**src/rtl/clkdiv_pkg.sv**
```systemverilog
// Shared constants and helpers for the programmable clock divider.
// The helpers work on 32-bit values so any divider width can use them through a cast.
package clkdiv_pkg;

  localparam int DIV_W_DEF = 16;
  localparam int MIN_DIV   = 2;

  // Length of the high phase: ceil(N/2), so odd divisors stay high one extra cycle.
  function automatic logic [31:0] half_hi(input logic [31:0] n);
    return n - (n >> 1);
  endfunction

  function automatic logic [31:0] clamp_div(input logic [31:0] v);
    return (v < 32'(MIN_DIV)) ? 32'(MIN_DIV) : v;
  endfunction

endpackage

```
**src/rtl/prog_clock_divider.sv**
```systemverilog
// Runtime-programmable clock divider: registered divided clock plus a one-cycle rising-edge tick;
// new divisors take effect at the next period boundary. Optional sync_clr port under CLKDIV_SYNC_CLEAR_EN.
module prog_clock_divider
  import clkdiv_pkg::*;
#(
  parameter int DIV_W       = DIV_W_DEF,
  parameter int DEFAULT_DIV = 100
) (
  input  logic             clk,
  input  logic             rst_n,
  input  logic             en,
  input  logic             div_load,
  input  logic [DIV_W-1:0] div_value,
`ifdef CLKDIV_SYNC_CLEAR_EN
  input  logic             sync_clr,
`endif
  output logic             clkOut,
  output logic             tick,
  output logic [DIV_W-1:0] cur_div,
  output logic [DIV_W-1:0] count
);

  localparam logic [DIV_W-1:0] RST_DIV = DIV_W'(DEFAULT_DIV);
  localparam logic [DIV_W-1:0] ONE     = DIV_W'(1);

  logic [DIV_W-1:0] shadow;
  logic             pending;
  logic [DIV_W-1:0] half;
  logic [DIV_W-1:0] last;
  logic [DIV_W-1:0] count_inc;
  logic [DIV_W-1:0] load_val;
  logic             force_wrap;
  logic             wrap;

`ifdef CLKDIV_SYNC_CLEAR_EN
  assign force_wrap = sync_clr;
`else
  assign force_wrap = 1'b0;
`endif

  assign half      = DIV_W'(half_hi(32'(cur_div)));
  assign last      = cur_div - ONE;
  assign count_inc = count + ONE;
  assign load_val  = DIV_W'(clamp_div(32'(div_value)));
  // A forced wrap ignores en; a natural wrap needs an enabled edge at the end of the period.
  assign wrap      = force_wrap || (en && (count == last));

  always_ff @(posedge clk or negedge rst_n) begin
    if (!rst_n) begin
      count   <= RST_DIV - ONE;
      clkOut  <= 1'b0;
      tick    <= 1'b0;
      cur_div <= RST_DIV;
    end else if (wrap) begin
      count  <= '0;
      clkOut <= 1'b1;
      tick   <= 1'b1;
      if (pending) begin
        cur_div <= shadow;
      end
    end else if (en) begin
      count <= count_inc;
      tick  <= 1'b0;
      if (count_inc == half) begin
        clkOut <= 1'b0;
      end
    end else begin
      tick <= 1'b0;
    end
  end

  // A load on the wrap edge itself re-arms pending, so it lands one period later.
  always_ff @(posedge clk or negedge rst_n) begin
    if (!rst_n) begin
      shadow  <= RST_DIV;
      pending <= 1'b0;
    end else if (div_load) begin
      shadow  <= load_val;
      pending <= 1'b1;
    end else if (wrap) begin
      pending <= 1'b0;
    end
  end

  a_count_in_range : assert property (@(posedge clk) disable iff (!rst_n) count < cur_div);

endmodule

```
**config.mk**
```make
export PLATFORM = sky130hd
export DESIGN_NAME = prog_clock_divider
export DESIGN_NICKNAME = d
export VERILOG_FILES = /design/src/rtl/clkdiv_pkg.sv /design/src/rtl/prog_clock_divider.sv
export SDC_FILE = /design/constraint.sdc
export NUM_CORES = 1
export LEC_CHECK = 0
export ABC_CLOCK_PERIOD_IN_PS = 3900
export BUFFER_PORTS_ARGS = -buffer_cell sky130_fd_sc_hd__buf_2
export CAP_MARGIN = 25
export CORE_ASPECT_RATIO = 1.4
export CORE_MARGIN = 4
export CORE_UTILIZATION = 45
export DETAILED_ROUTE_END_ITERATION = 7
export PLACE_DENSITY = 0.63
export SYNTH_ARGS = -nofsm -noshare
export SYNTH_HDL_FRONTEND = slang
export SYNTH_SLANG_ARGS = --single-unit
```
**constraint.sdc**
```tcl
create_clock -name clk -period 3.9 [get_ports clk]
set_input_delay 0.195 -clock clk [delete_from_list [all_inputs] [get_ports clk]]
set_output_delay 0.195 -clock clk [all_outputs]
set_load 0.01 [all_outputs]
```
==> results of run 1 <==
-- power by group --
part	switching, mW	total [mW]	internal (mW)	leakage, nW
clock network	0.202	0.442	0.241	0.0675
registers	0.116	0.715	0.599	0.546
logic	0.206	0.407	0.201	1.25
total	0.523	1.56	1.04	1.87
-- area by class of cell --
cell class | instances | area, um^2
Tap cell | 102 | 128
Sequential cell | 51 | 1290
Timing Repair Buffer | 55 | 280
Multi-Input combinational cell | 317 | 2350
Clock inverter | 2 | 16.3
Fill cell | 806 | 3940
Inverter | 31 | 116
Clock buffer | 6 | 129
-- cells by family after synthesis --
| kind of cell | count (synthesis) | synth area share (%) |
|---|---|---|
| compound gates | 87 | 14.4 |
| xor+xnor | 67 | 15.5 |
| fa+ha+maj | 34 | 11.3 |
| buf+inv | 48 | 5.47 |
| flops | 51 | 33.5 |
| mux | 16 | 4.62 |
| simple gates | 113 | 15.3 |
-- Yosys cell counts, types with 3 or more instances --
master	instances	share of area, %
xnor2_1	46	10
dfrtp_1	41	27
nand2_1	35	3.4
ha_1	33	11
inv_1	31	3.0
xor2_1	20	4.6
o21ai_0	17	2.2
nand3_1	16	2.1
nor2_1	16	1.6
mux2_2	14	4.1
o21ai_1	14	1.8
a21oi_1	13	1.7
o31ai_1	13	2.5
dfstp_2	10	6.8
nor3_1	8	1.0
nand2b_1	7	1.1
clkbuf_1	6	0.59
nand4_1	6	0.98
nor4_1	6	0.98
o21bai_1	6	1.2
a21o_1	5	0.98
buf_2	5	0.65
buf_4	4	0.78
a31oi_1	3	0.49
nor2b_1	3	0.49
or3_1	3	0.49
-- flip-flops by register name (all words and copies together), names as in the netlist --
register  cells
cur_div      16
clkOut        1
tick          1
count        16
pending       1
shadow       16
-- critical path, cell delays in order (launching register included) --
cell and delay (ps):
dfstp_2 580, inv_1 110, ha_1 290, nor2_1 50, o311ai_0 640, a31oi_1 260
or3_1 400, a2111oi_0 410, and4_1 270, a31oi_1 90
-- path summary, 6_finish.rpt --
check	startpoint	end	slack (ps)	cells past startpoint
max	cur_div[2]$_DFFE_PN1P_	clkOut$_DFFE_PN0P_	690	9
max reg2reg	cur_div[2]$_DFFE_PN1P_	clkOut$_DFFE_PN0P_	690	9
max in group asynchronous	rst_n	count[8]$_DFFE_PN0P_	3450	2
min	rst_n	cur_div[3]$_DFFE_PN0P_	-8	2
min reg2reg	shadow[5]$_DFFE_PN1P_	cur_div[5]$_DFFE_PN1P_	470	2
min in group clk	div_value[0]	shadow[0]$_DFFE_PN0P_	120	3
-- metal layers --
metal  share of wire, %  vias up  GRT usage (%)
met5                  0        -              0
met4                1.4        0           5.05
met3                3.5       10           3.02
met2                 51       49           32.7
met1                 44     1483           22.7
li1                   -     1531              -
==> results.md, run 1 <==
- DRC viols: 0
- Syn. warnings: 0
- Post-route setup slack: 686 ps
- Crit end category: flip-flop
- Placed Cells: 556
- Setup total negative slack: 0 ps
- GP Congestion: 0.832
- Starting Density: 46.6%
- Post-synth EDFFs: 0
- Avg Cell Area, Syn: 9.24 um^2
- Largest net degree at the start of global routing: 52
- Rows: 39
- Clk_skew: 5.75 ps
- Drt total wl: 8980 um
- Placed inst area: 4160 um^2
- WP data required: 4080 ps
- Crit path max fanout: 5
- Pre-CTS setup slack: 724 ps
- Die ar.: 10100 um^2
- Total power: 1.56 mW
- Slew Viols, Final: 0
- Clock root buffer: clkbuf_16
- Setup CP Type: reg -> reg
- Failing checks: negative hold slack
- WP data arrival: 3390 ps
- First drt pass iteration count: 4
- Nets: 515
- Die boundary width: 86.1 um
- Vias: 3073
- Largest buffer count on any clock path: 2
- Number of gates resized after CTS: 0
- FFs w/ async S/R, synth: 100%
- Wirelength per Cell: 15.9 um
- Hold Slack: -8.22 ps
- Status: finished, violations left
- Fin area: 4300 um^2
- Post-CTS Setup Repair Bufs: 0
- RSZ-0062 raised after global routing: false
- Sequential element share of the synthesized area: 33.5%
- Worst slew margin: 48.7%
- Hold Path Class: in -> async
- Worst-skew pair later-pin latency: 300 ps
- Ant diodes: 0
- IO Count: 54
- Global route overflow: 0
- Count of input and output buffers: 53
- Max-Cap Viols: 0
- Core Region: 8250 um^2
- GRT Total Usage: 18.5%
- Global-route wire length before repair: 15000 um
- #FFs+latches synth: 51
- DR iter-0 viols: 137
- Final setup fails: 0
- Slew @ Worst Pin: 760 ps
- Number of CTS-inserted buffers: 5
- Ys flop type: dfrtp_1
- Share of cells above drive strength 1: 20.3%
- Distinct cells, synth: 55
- Min Tclk post-route: 3210 ps
- Sinks on Clock Net: 51
- Worst setup SP type: flip-flop
- Leak Pwr: 1.87 nW
- Vias in the first global route: 3097
- Power density of the placed cells: 363 nW/um^2
- Post-synthesis instance area: 3840 um^2
- Vias per cell: 5.45
- Clock-pin slew on the worst setup and hold paths: 70 ps
- DRT antenna net count: 0
- DPL Wire Length: 7160 um
- Antenna violations before repair: 0
- Syn nets: 470
- Chip height: 117 um
- Tcrit/Tclk final: 82.4%
- Cells after synthesis: 416
- Htree depth: 2
- CTS tree: done
- Fin util: 52.2%
- VDD IR-drop max: 0.000221 V
- Most frequent cells in the layout: 53 x buf_2, 46 x xnor2_1, 41 x dfrtp_1
- Final hold viol count: 6
- Commonest non-fill, non-tap cell in the layout: buf_2
- Non-Filler Instances: 564
- Area grow syn2layout: 11.9%
- Hold_buf cts: 0
- Fmax: 0.311 GHz
Note: power is estimated with default switching activity, not from simulation.
==> run 2, diff against run 1 <==
ABC_CLOCK_PERIOD_IN_PS = 3300   (was 3900)
clock period = 3.3 ns   (was 3.9 ns; I/O delays follow)
==> results.md, run 2 (synthesized netlist as in run 1, its figures left out) <==
- Min Tclk post-route: 3030 ps (-183 ps)
- Largest net degree at the start of global routing: 33 (-37%)
- WP data required: 3470 ps (-610 ps)
- DR iter-0 viols: 171 (+25%)
- Global-route wire length before repair: 15800 um (+5.3%)
- Post-route setup slack: 269 ps (-417 ps)
- Leak Pwr: 1.90 nW (+1.8%)
- Fmax: 0.330 GHz (+6.0%)
- Critical Path Stages: 9 (unchanged)
- Die boundary width: 86.1 um (unchanged)
- Crit-path cells: inv_1 > ha_1 > nor2_1 > o311ai_1 > a31oi_1 > or3_1 > a2111oi_0 > and4_1 > a31oi_1
- Global route overflow: 0 (unchanged)
- Fin util: 53.0% (+0.79 points)
- Number of CTS-inserted buffers: 5 (unchanged)
- DPL Wire Length: 7250 um (+1.2%)
- Tcrit/Tclk final: 91.8% (+9.4 points)
- Critical path origin: cur_div[2]$_DFFE_PN1P_
- Reg-to-reg critical path startpoint: cur_div[2]$_DFFE_PN1P_
- Critical Path Max Stage Delay: 590 ps (-50 ps)
- Vias in the first global route: 3164 (+2.2%)
- GP Congestion: 0.811 (-2.5%)
- Final hold viol count: 0 (-6)
- Nets: 519 (+0.78%)
- Rows: 39 (unchanged)
- Area grow syn2layout: 13.6%
- DRC viols: 0 (unchanged)
- Critical Path Most Common Cell: a31oi_1
- Antenna violations before repair: 0 (unchanged)
- DRT antenna net count: 0 (unchanged)
- IO Count: 54 (unchanged)
- Chip height: 117 um (unchanged)
- Die ar.: 10100 um^2 (unchanged)
- Pre-CTS setup slack: 61.3 ps (-663 ps)
- Vias per cell: 5.46 (+0.30%)
- Sinks on Clock Net: 51 (unchanged)
- WP buf/inv: 1 (unchanged)
- Commonest non-fill, non-tap cell in the layout: buf_2
- Final setup fails: 0 (unchanged)
- Worst path slowest cell: dfstp_2
- Vias: 3104 (+1.0%)
- CTS tree: done
- VDD IR-drop max: 0.000258 V (+16%)
- Htree depth: 2 (unchanged)
- Largest buffer count on any clock path: 2 (unchanged)
- Crit path max fanout: 5 (unchanged)
- Critical Path Sink: clkOut$_DFFE_PN0P_
- Drt total wl: 9140 um (+1.7%)
- Hold Path Class: in -> reg
- R2r endpoint: clkOut$_DFFE_PN0P_
- Power density of the placed cells: 438 nW/um^2 (+20%)
- Wirelength per Cell: 16.1 um (+0.96%)
- Most frequent cells in the layout: 53 x buf_2, 46 x xnor2_1, 41 x dfrtp_1
- Slew Viols, Final: 0 (unchanged)
- R2R cell count: 9 (unchanged)
- Setup total negative slack: 0 ps (unchanged)
- Top Registers: count: 16 flops, cur_div: 16 flops, shadow: 16 flops
- R2R Setup Slk: 270 ps (-420 ps)
- WP data arrival: 3200 ps (-190 ps)
- Status: complete, no violations
- First drt pass iteration count: 4 (unchanged)
- Worst slew margin: 62.0% (+13 points)
- CP top delay family: compound AO/OA/AOI/OAI gates
- Clock-pin slew on the worst setup and hold paths: 70 ps (about the same)
- Clock root buffer: clkbuf_16
- Clk_skew: 5.10 ps (-0.643 ps)
- Ant diodes: 0 (unchanged)
- Worst setup SP type: flip-flop
- Setup CP Type: reg -> reg
- GRT Total Usage: 19.6% (+1.2 points)
- RSZ-0062 raised after global routing: false
- Slew @ Worst Pin: 562 ps (-198 ps)
- Count of input and output buffers: 53 (unchanged)
- Share of cells above drive strength 1: 21.0% (+0.68 points)
- Crit end category: flip-flop
- Max-Cap Viols: 0 (unchanged)
- Total power: 1.91 mW (+22%)
- Starting Density: 46.6% (unchanged)
- Worst-skew pair later-pin latency: 300 ps (about the same)
- Core Region: 8250 um^2 (unchanged)
-- run 2: cell count changes in the layout (fill, tap and decap cells not counted), sizes merged --
cell	previous run	this run
buf	55	58
inv	32	31
dlygate4sd3	0	1
bufinv	0	1
-- run 2: routing by layer --
metal,track usage [%],part of all wire [%],vias to the layer above
met5,0,0,-
met4,5.35,1.4,0
met3,2.88,3.7,11
met2,35.5,54,54
met1,23.8,41,1493
li1,-,-,1546
-- run 2: stage by stage --
stage               std cells  hold WS [ps]  area, um^2
global placement          557           180        4170
CTS                       566           106        4340
detailed placement        557           190        4170
floorplan                 416          -131        3840
global route              568           110        4370
finish                    568           103        4370
-- run 2: power breakdown --
group / switching, mW / internal [mW]
clock: 0.231 / 0.358
sequential: 0.129 / 0.708
combinational: 0.247 / 0.239
-- run 2: worst min path at each step --
stage | depth (start not counted) | from | slack, ps | end
floorplan | 0 | rst_n | -130 | clkOut$_DFFE_PN0P_
global placement | 1 | rst_n | 180 | shadow[4]$_DFFE_PN0P_
detailed placement | 1 | rst_n | 190 | shadow[3]$_DFFE_PN0P_
CTS | 3 | div_value[0] | 110 | shadow[0]$_DFFE_PN0P_
global route | 2 | div_value[13] | 110 | shadow[13]$_DFFE_PN0P_
finish | 3 | div_value[0] | 100 | shadow[0]$_DFFE_PN0P_
-- run 2: worst min-delay path: cells and delay by family --
kind,cells,cell delay (ps)
simple gates,1,60
buf+inv,1,80
compound gates,1,60
-- run 2: final cells by class --
type / count / area [um^2]
Multi-Input combinational cell: 317 / 2360
Clock buffer: 6 / 129
Tap cell: 102 / 128
Timing Repair Buffer: 59 / 313
Inverter: 31 / 116
Sequential cell: 51 / 1290
Clock inverter: 2 / 37.5
Fill cell: 777 / 3880
-- run 2: what timing repair did --
item	CTS	global route
hold buffers	1	0
endpoints found under the hold margin	19	0
endpoints found under the setup margin	0	26
resized for setup	0	3
setup buffers	0	2
